File: config.mk
export PLATFORM = sky130hd
export DESIGN_NAME = dmem_arbiter
export DESIGN_NICKNAME = d
export VERILOG_FILES = /design/src/rtl/dmem_arb_pkg.sv /design/src/rtl/arb_rr2.sv /design/src/rtl/dmem_arbiter.sv
export SDC_FILE = /design/constraint.sdc
export NUM_CORES = 1
export LEC_CHECK = 0
export ABC_AREA = 1
export ABC_CLOCK_PERIOD_IN_PS = 1200
export BUFFER_PORTS_ARGS = -buffer_cell sky130_fd_sc_hd__buf_2
export CAP_MARGIN = 15
export CORE_AREA = 4 4 114 116
export DETAILED_ROUTE_END_ITERATION = 8
export DIE_AREA = 0 0 118 120
export PLACE_DENSITY = 0.69
export RECOVER_POWER = 25
export SETUP_SLACK_MARGIN = 0.02
export SYNTH_ARGS = -nofsm -noshare
export SYNTH_HDL_FRONTEND = slang
export SYNTH_SLANG_ARGS = --single-unit
File: constraint.sdc
create_clock -name clk -period 1.2 [get_ports clk]
set_input_delay 0.06 -clock clk [delete_from_list [all_inputs] [get_ports clk]]
set_output_delay 0.06 -clock clk [all_outputs]
set_load 0.02 [all_outputs]
File: src/rtl/dmem_arb_pkg.sv
`default_nettype none
// ============================================================================
// Module   : dmem_arb_pkg
// Purpose  : Shared types and constants for the data-memory arbiter.
//            Arbiter state encoding, port index constants and default widths.
// Revision : 1.0 - initial release
// ============================================================================
package dmem_arb_pkg;

  // Arbiter ownership state
  typedef enum logic [1:0] {
    IDLE = 2'd0,
    OWN0 = 2'd1,
    OWN1 = 2'd2
  } arb_state_t;

  // Port indices into the grant/request vectors
  localparam int P_CORE = 0;
  localparam int P_DBG  = 1;

  // Default widths
  localparam int DEF_ADDR_W   = 32;
  localparam int DEF_DATA_W   = 32;
  localparam int DEF_MAX_LOCK = 8;

endpackage : dmem_arb_pkg
`default_nettype wire

File: src/rtl/arb_rr2.sv
`default_nettype none
// ============================================================================
// Module   : arb_rr2
// Purpose  : Two-way round-robin pick. A lone requester always wins; on a
//            tie the port that was NOT granted last wins.
// Ports    : i_req  [1:0] request vector (bit P_CORE / P_DBG)
//            i_last       index of the port granted most recently
//            o_gnt  [1:0] one-hot (or zero) grant
// Revision : 1.0 - initial release
// ============================================================================
module arb_rr2
  import dmem_arb_pkg::*;
(
  input  logic [1:0] i_req,
  input  logic       i_last,
  output logic [1:0] o_gnt
);

  always_comb begin
    o_gnt = 2'b00;
    if (i_req == 2'b11) begin
      if (i_last) o_gnt[P_CORE] = 1'b1;
      else        o_gnt[P_DBG]  = 1'b1;
    end else begin
      // Zero or one requester: the request vector is already the grant.
      o_gnt = i_req;
    end
  end

endmodule : arb_rr2
`default_nettype wire

File: src/rtl/dmem_arbiter.sv
`default_nettype none
// ============================================================================
// Module   : dmem_arbiter
// Purpose  : Shares one combinational-read data memory between the core
//            load/store path (port 0) and a debug/loader master (port 1).
//            One access per cycle, round-robin fairness, bounded lock for
//            bursts, registered per-port response one cycle after grant.
// Ports    : clk, rst (async, active-low)
//            reqN_i/weN_i/lockN_i/addrN_i/wdataN_i   request side, N = 0,1
//            gntN_o (combinational), rvalidN_o/rdataN_o (registered)
//            stall0_o                                 core PC hold
//            mem_we_o/mem_addr_o/mem_wdata_o/mem_rdata_i  DataMem side
// Revision : 1.0 - initial release
// ============================================================================
module dmem_arbiter
  import dmem_arb_pkg::*;
#(
  parameter int ADDR_W   = DEF_ADDR_W,
  parameter int DATA_W   = DEF_DATA_W,
  parameter int MAX_LOCK = DEF_MAX_LOCK
) (
  input  logic              clk,
  input  logic              rst,
  input  logic              req0_i,
  input  logic              we0_i,
  input  logic              lock0_i,
  input  logic [ADDR_W-1:0] addr0_i,
  input  logic [DATA_W-1:0] wdata0_i,
  input  logic              req1_i,
  input  logic              we1_i,
  input  logic              lock1_i,
  input  logic [ADDR_W-1:0] addr1_i,
  input  logic [DATA_W-1:0] wdata1_i,
  output logic              gnt0_o,
  output logic              gnt1_o,
  output logic              rvalid0_o,
  output logic              rvalid1_o,
  output logic [DATA_W-1:0] rdata0_o,
  output logic [DATA_W-1:0] rdata1_o,
  output logic              stall0_o,
  output logic              mem_we_o,
  output logic [ADDR_W-1:0] mem_addr_o,
  output logic [DATA_W-1:0] mem_wdata_o,
  input  logic [DATA_W-1:0] mem_rdata_i
);

  localparam int CNT_W = $clog2(MAX_LOCK);
  localparam logic [CNT_W-1:0] C_CNT_MAX = CNT_W'(MAX_LOCK - 1);
  localparam logic [CNT_W-1:0] C_CNT_ONE = CNT_W'(1);

  arb_state_t       r_state, w_state_nxt;
  logic             r_last, w_last_nxt;
  logic [CNT_W-1:0] r_lock_cnt, w_lock_cnt_nxt;
  logic [1:0]       w_rr_gnt;
  logic [1:0]       w_gnt;
  logic             w_we;
  logic [CNT_W-1:0] w_cnt0, w_cnt1;

  arb_rr2 u_rr (
    .i_req  ({req1_i, req0_i}),
    .i_last (r_last),
    .o_gnt  (w_rr_gnt)
  );

  // Grant: a held lock overrides round-robin; a dropped lock falls through
  // to normal arbitration in the same cycle.
  always_comb begin
    w_gnt = w_rr_gnt;
    if (r_state == OWN0 && req0_i)      w_gnt = 2'b01;
    else if (r_state == OWN1 && req1_i) w_gnt = 2'b10;
  end

  // The running count belongs only to the current owner; a port taking the
  // bus fresh starts its own burst from zero.
  assign w_cnt0 = (r_state == OWN0) ? r_lock_cnt : '0;
  assign w_cnt1 = (r_state == OWN1) ? r_lock_cnt : '0;

  always_comb begin
    w_state_nxt    = IDLE;
    w_lock_cnt_nxt = '0;
    w_last_nxt     = r_last;
    if (w_gnt[P_CORE]) begin
      w_last_nxt = 1'b0;
      if (lock0_i && w_cnt0 < C_CNT_MAX) begin
        w_state_nxt    = OWN0;
        w_lock_cnt_nxt = (r_state == OWN0) ? r_lock_cnt + C_CNT_ONE : C_CNT_ONE;
      end
    end else if (w_gnt[P_DBG]) begin
      w_last_nxt = 1'b1;
      if (lock1_i && w_cnt1 < C_CNT_MAX) begin
        w_state_nxt    = OWN1;
        w_lock_cnt_nxt = (r_state == OWN1) ? r_lock_cnt + C_CNT_ONE : C_CNT_ONE;
      end
    end
  end

  // Memory-side mux; idle bus drives zeros.
  always_comb begin
    w_we        = 1'b0;
    mem_addr_o  = '0;
    mem_wdata_o = '0;
    if (w_gnt[P_CORE]) begin
      w_we        = we0_i;
      mem_addr_o  = addr0_i;
      mem_wdata_o = wdata0_i;
    end else if (w_gnt[P_DBG]) begin
      w_we        = we1_i;
      mem_addr_o  = addr1_i;
      mem_wdata_o = wdata1_i;
    end
  end

  // Write enable is gated by reset so no store reaches memory while held.
  assign mem_we_o = w_we & rst;
  assign gnt0_o   = w_gnt[P_CORE];
  assign gnt1_o   = w_gnt[P_DBG];
  assign stall0_o = req0_i & ~w_gnt[P_CORE];

  // last=1 out of reset so port 0 wins the first tie.
  always_ff @(posedge clk or negedge rst) begin
    if (!rst) begin
      r_state    <= IDLE;
      r_last     <= 1'b1;
      r_lock_cnt <= '0;
      rvalid0_o  <= 1'b0;
      rvalid1_o  <= 1'b0;
      rdata0_o   <= '0;
      rdata1_o   <= '0;
    end else begin
      r_state    <= w_state_nxt;
      r_last     <= w_last_nxt;
      r_lock_cnt <= w_lock_cnt_nxt;
      rvalid0_o  <= w_gnt[P_CORE];
      rvalid1_o  <= w_gnt[P_DBG];
      if (w_gnt[P_CORE] && !we0_i) rdata0_o <= mem_rdata_i;
      if (w_gnt[P_DBG]  && !we1_i) rdata1_o <= mem_rdata_i;
    end
  end

`ifndef SYNTHESIS
  // A pending, ungranted request must not change until it is granted.
  a_hold0 : assert property (@(posedge clk) disable iff (!rst)
    (req0_i && !gnt0_o) |=> (req0_i && we0_i == $past(we0_i) &&
      addr0_i == $past(addr0_i) && wdata0_i == $past(wdata0_i)));
  a_hold1 : assert property (@(posedge clk) disable iff (!rst)
    (req1_i && !gnt1_o) |=> (req1_i && we1_i == $past(we1_i) &&
      addr1_i == $past(addr1_i) && wdata1_i == $past(wdata1_i)));
`endif

endmodule : dmem_arbiter
`default_nettype wire

==> reports/metrics.yaml <==
die:
  dieWidth_um: 118
  core_um2: 11900
  io_pins: 302
  die_area_um2: 14200
  die_h_um: 120
  rows: 40
  start_util: 0.317
timing:
  maxSlewHeadroom: 0.558
  rsz0062_at_grt: "true"
  hold_ws_ps: 10.1
  worstMarginPinSlew_ps: 663
  setup_ws_ps: -608
  fin_crit_ps: 1810
  setup_viol: 138
  final_max_slew_viol_count: 0
  hold_viol: 0
  skew_ps: 3.65
  period_share: 1.51
  max_freq_mhz: 553
min_path:
  min_path_type: "in2reg"
critical_path:
  cp_slowest_cell: "dfstp_2"
  crit_required_ps: 1140
  critPathMostFrequentCell: "nand2_2"
  cp_max_fo: 8
  setup.worst_path.start_class: "register"
  crit_path_cell_trace: "nand2_1, a21oi_2, nor2_4, buf_12, clkbuf_16, nand2_2, nand2_2, buf_6"
  crit_type: "reg2out"
  arrival_ps: 1750
  end_kind: "output pin"
  cp_slowest_stage_delay_ps: 550
route:
  drtAntennaViolNets: 0
  drc: 0
  firstDrtPassIters: 6
  highest_layer: "met4"
  via_count: 5091
  wl_met1_um: 6910
  wire_per_inst_um: 16.3
  viasPerCell: 4.79
  wl_um: 17400
  wl_met2_um: 8850
  drt_iter0_markers: 356
  met3RoutedLength_um: 1290
synth:
  syn-cell-area_um2: 3770
  synth_top_cell_by_area: "dfrtp_1"
  synth_top_area_frac: 0.471
  synth-seq-cells: 72
  ys.flop_type: "dfrtp_1"
  netlist_instances: 544
  synth_nets: 713
  netlist_top_cells_count: "nand2_1, nand3_1, dfrtp_1"
  yosys_warnings: 0
  synth_most_common_cell: "nand2_1"
  async_flop_share: 1.00
  synth-edff-count: 0
  synthTopCellsByArea: "dfrtp_1, nand2_1, nand3_1"
  yosys.cell_types.count: 16
  syn_avg_cell_area_um2: 6.93
  ys_seq_area_frac: 0.478
job:
  maxCapViolCount: 0
cells_and_area:
  layout-drive-gt1-share: 0.615
  fillers: 958
  syn_to_final_growth_pct: 104
  design_area_um2: 7680
  num-nets-final: 1079
  antenna_cells: 0
power_and_ir_drop:
  comb_power_share: 0.444
  switchingPower_mw: 4.10
  seqPwrFrac: 0.303
  powerDensity_nw_per_um2: 1400
  total_power_mw: 10.8
  p_int_mw: 6.65
  p_leak_nw: 4.30
  p_clk_frac: 0.253
  peakVddDrop_mv: 0.692
  switching_share: 0.381
placed_design:
  hpwl_um: 11100
  place_congestion: 0.801
  place_area_um2: 5840
  portBuffers: 301
  preCtsSetupSlack_ps: -283
cts:
  htree_levels: 3
  cts_buffers: 9
  cts_tree: "yes"
  clk_latency_ps: 330
  clk_pin_slew_ps: 60
  clk_path_buf_depth: 2
  root_buffer: "clkbuf_16"
  cts_sinks: 72
status:
  outcome: "complete, but fails checks"
  violations: "setup timing"
global_routing:
  grt_pass1_wl_um: 24100
  grt_max_degree: 73
  grt_overflow: 0
  antenna_found_initial: 0
  track_usage: 0.208
  first_global_vias: 4795
==> through the flow <==
stage / setup TNS, ps / util / cells
after global placement: -26980 / 0.490 / 983
after CTS: -61350 / 0.569 / 1042
after floorplan: -3890 / - / 544
after global routing: -70210 / 0.645 / 1062
final: -62900 / 0.645 / 1062
after detailed placement: -30120 / 0.490 / 983
==> final cells by class <==
type	count	area, um^2	area share
repair buffers	388	2940	0.383
flip-flops and latches	72	1800	0.235
clock buffers	10	239	0.0311
inverters	9	33.8	0.00440
multi-input cells	430	2410	0.314
clock inverters	6	67.6	0.00880
well taps	147	184	0.0240
==> worst max-delay path, delay by kind of cell (launching register included) <==
| family | cells | cell delay (ps) |
|---|---|---|
| AOI/OAI and AO/OA | 1 | 150 |
| buffers and inverters | 3 | 460 |
| and+or+nand+nor | 4 | 250 |
| DFF | 1 | 550 |
==> kinds of logic (layout without fill, tap and decap cells) <==
kind of cell	after synthesis	in the layout	share of synthesized area
and+or+nand+nor	425	426	0.448
xor gates and xnor gates	1	1	0.00232
AOI/OAI and AO/OA	2	2	0.00265
buffers and inverters	43	413	0.0654
adders and majority gates	1	1	0.00332
DFF	72	72	0.478
==> state kept, by name (all words and copies together), names as in the netlist <==
name and cells:
rvalid0_o 1, rvalid1_o 1, r_last 1, rdata1_o 32, r_state 2, rdata0_o 32
r_lock_cnt 3
==> worst paths after layout <==
check / startpoint / to / slack [ps] / cells past startpoint
setup / recovery: r_last / mem_addr_o[7] / -610 / 8
hold / removal: mem_rdata_i[29] / rdata1_o[29] / 10 / 3
setup reg to reg: r_last / rdata0_o[2] / -440 / 9
hold reg to reg: rdata1_o[6] / rdata1_o[6] / 470 / 2
max in group asynchronous: rst / r_state[0] / 260 / 3
min in group asynchronous: rst / rdata1_o[11] / 430 / 3
==> power groups by stage <==
stage / Clock, mW / Sequential [mW] / Combinational (mW)
2_1_floorplan: 0 / 3.79 / 1.61
6_report: 2.72 / 3.26 / 4.78
5_1_grt: 2.87 / 3.32 / 5.10
4_1_cts: 2.76 / 3.17 / 4.03
3_3_place_gp: 0 / 3.20 / 3.62
3_5_place_dp: 0 / 3.21 / 3.64
==> metal layers <==
layer,GRT usage,up-vias
met4,0.0549,0
met5,0,-
met2,0.360,242
met3,0.0438,25
met1,0.266,2395
li1,-,2429
==> cell usage in the layout, fill, tap and decap left out, types with 2 or more instances in the layout <==
| cell | synthesis | layout |
|---|---|---|
| buf_2 | 8 | 243 |
| nand2_1 | 337 | 174 |
| nand2_2 | 0 | 135 |
| dfrtp_1 | 71 | 70 |
| nand3_1 | 74 | 55 |
| buf_6 | 0 | 49 |
| buf_4 | 20 | 39 |
| dlygate4sd3_1 | 0 | 32 |
| nand2_4 | 0 | 28 |
| nand3_2 | 0 | 18 |
| clkbuf_16 | 0 | 17 |
| nor2_1 | 13 | 12 |
| buf_16 | 0 | 6 |
| buf_12 | 0 | 6 |
| inv_1 | 6 | 5 |
| buf_8 | 0 | 5 |
| inv_2 | 2 | 3 |
| nor2_4 | 0 | 2 |
| clkinvlp_4 | 0 | 2 |
==> timing repair <==
action / in CTS / in global routing
endpoints found under the setup margin: 139 / 140
pin swaps: 2 / 6
endpoints found under the hold margin: 126 / 0
setup buffers: 8 / 9
cloned: 4 / 11
hold buffers: 32 / 0
resized for setup: 48 / 196
(Power assumes the default switching activity.)
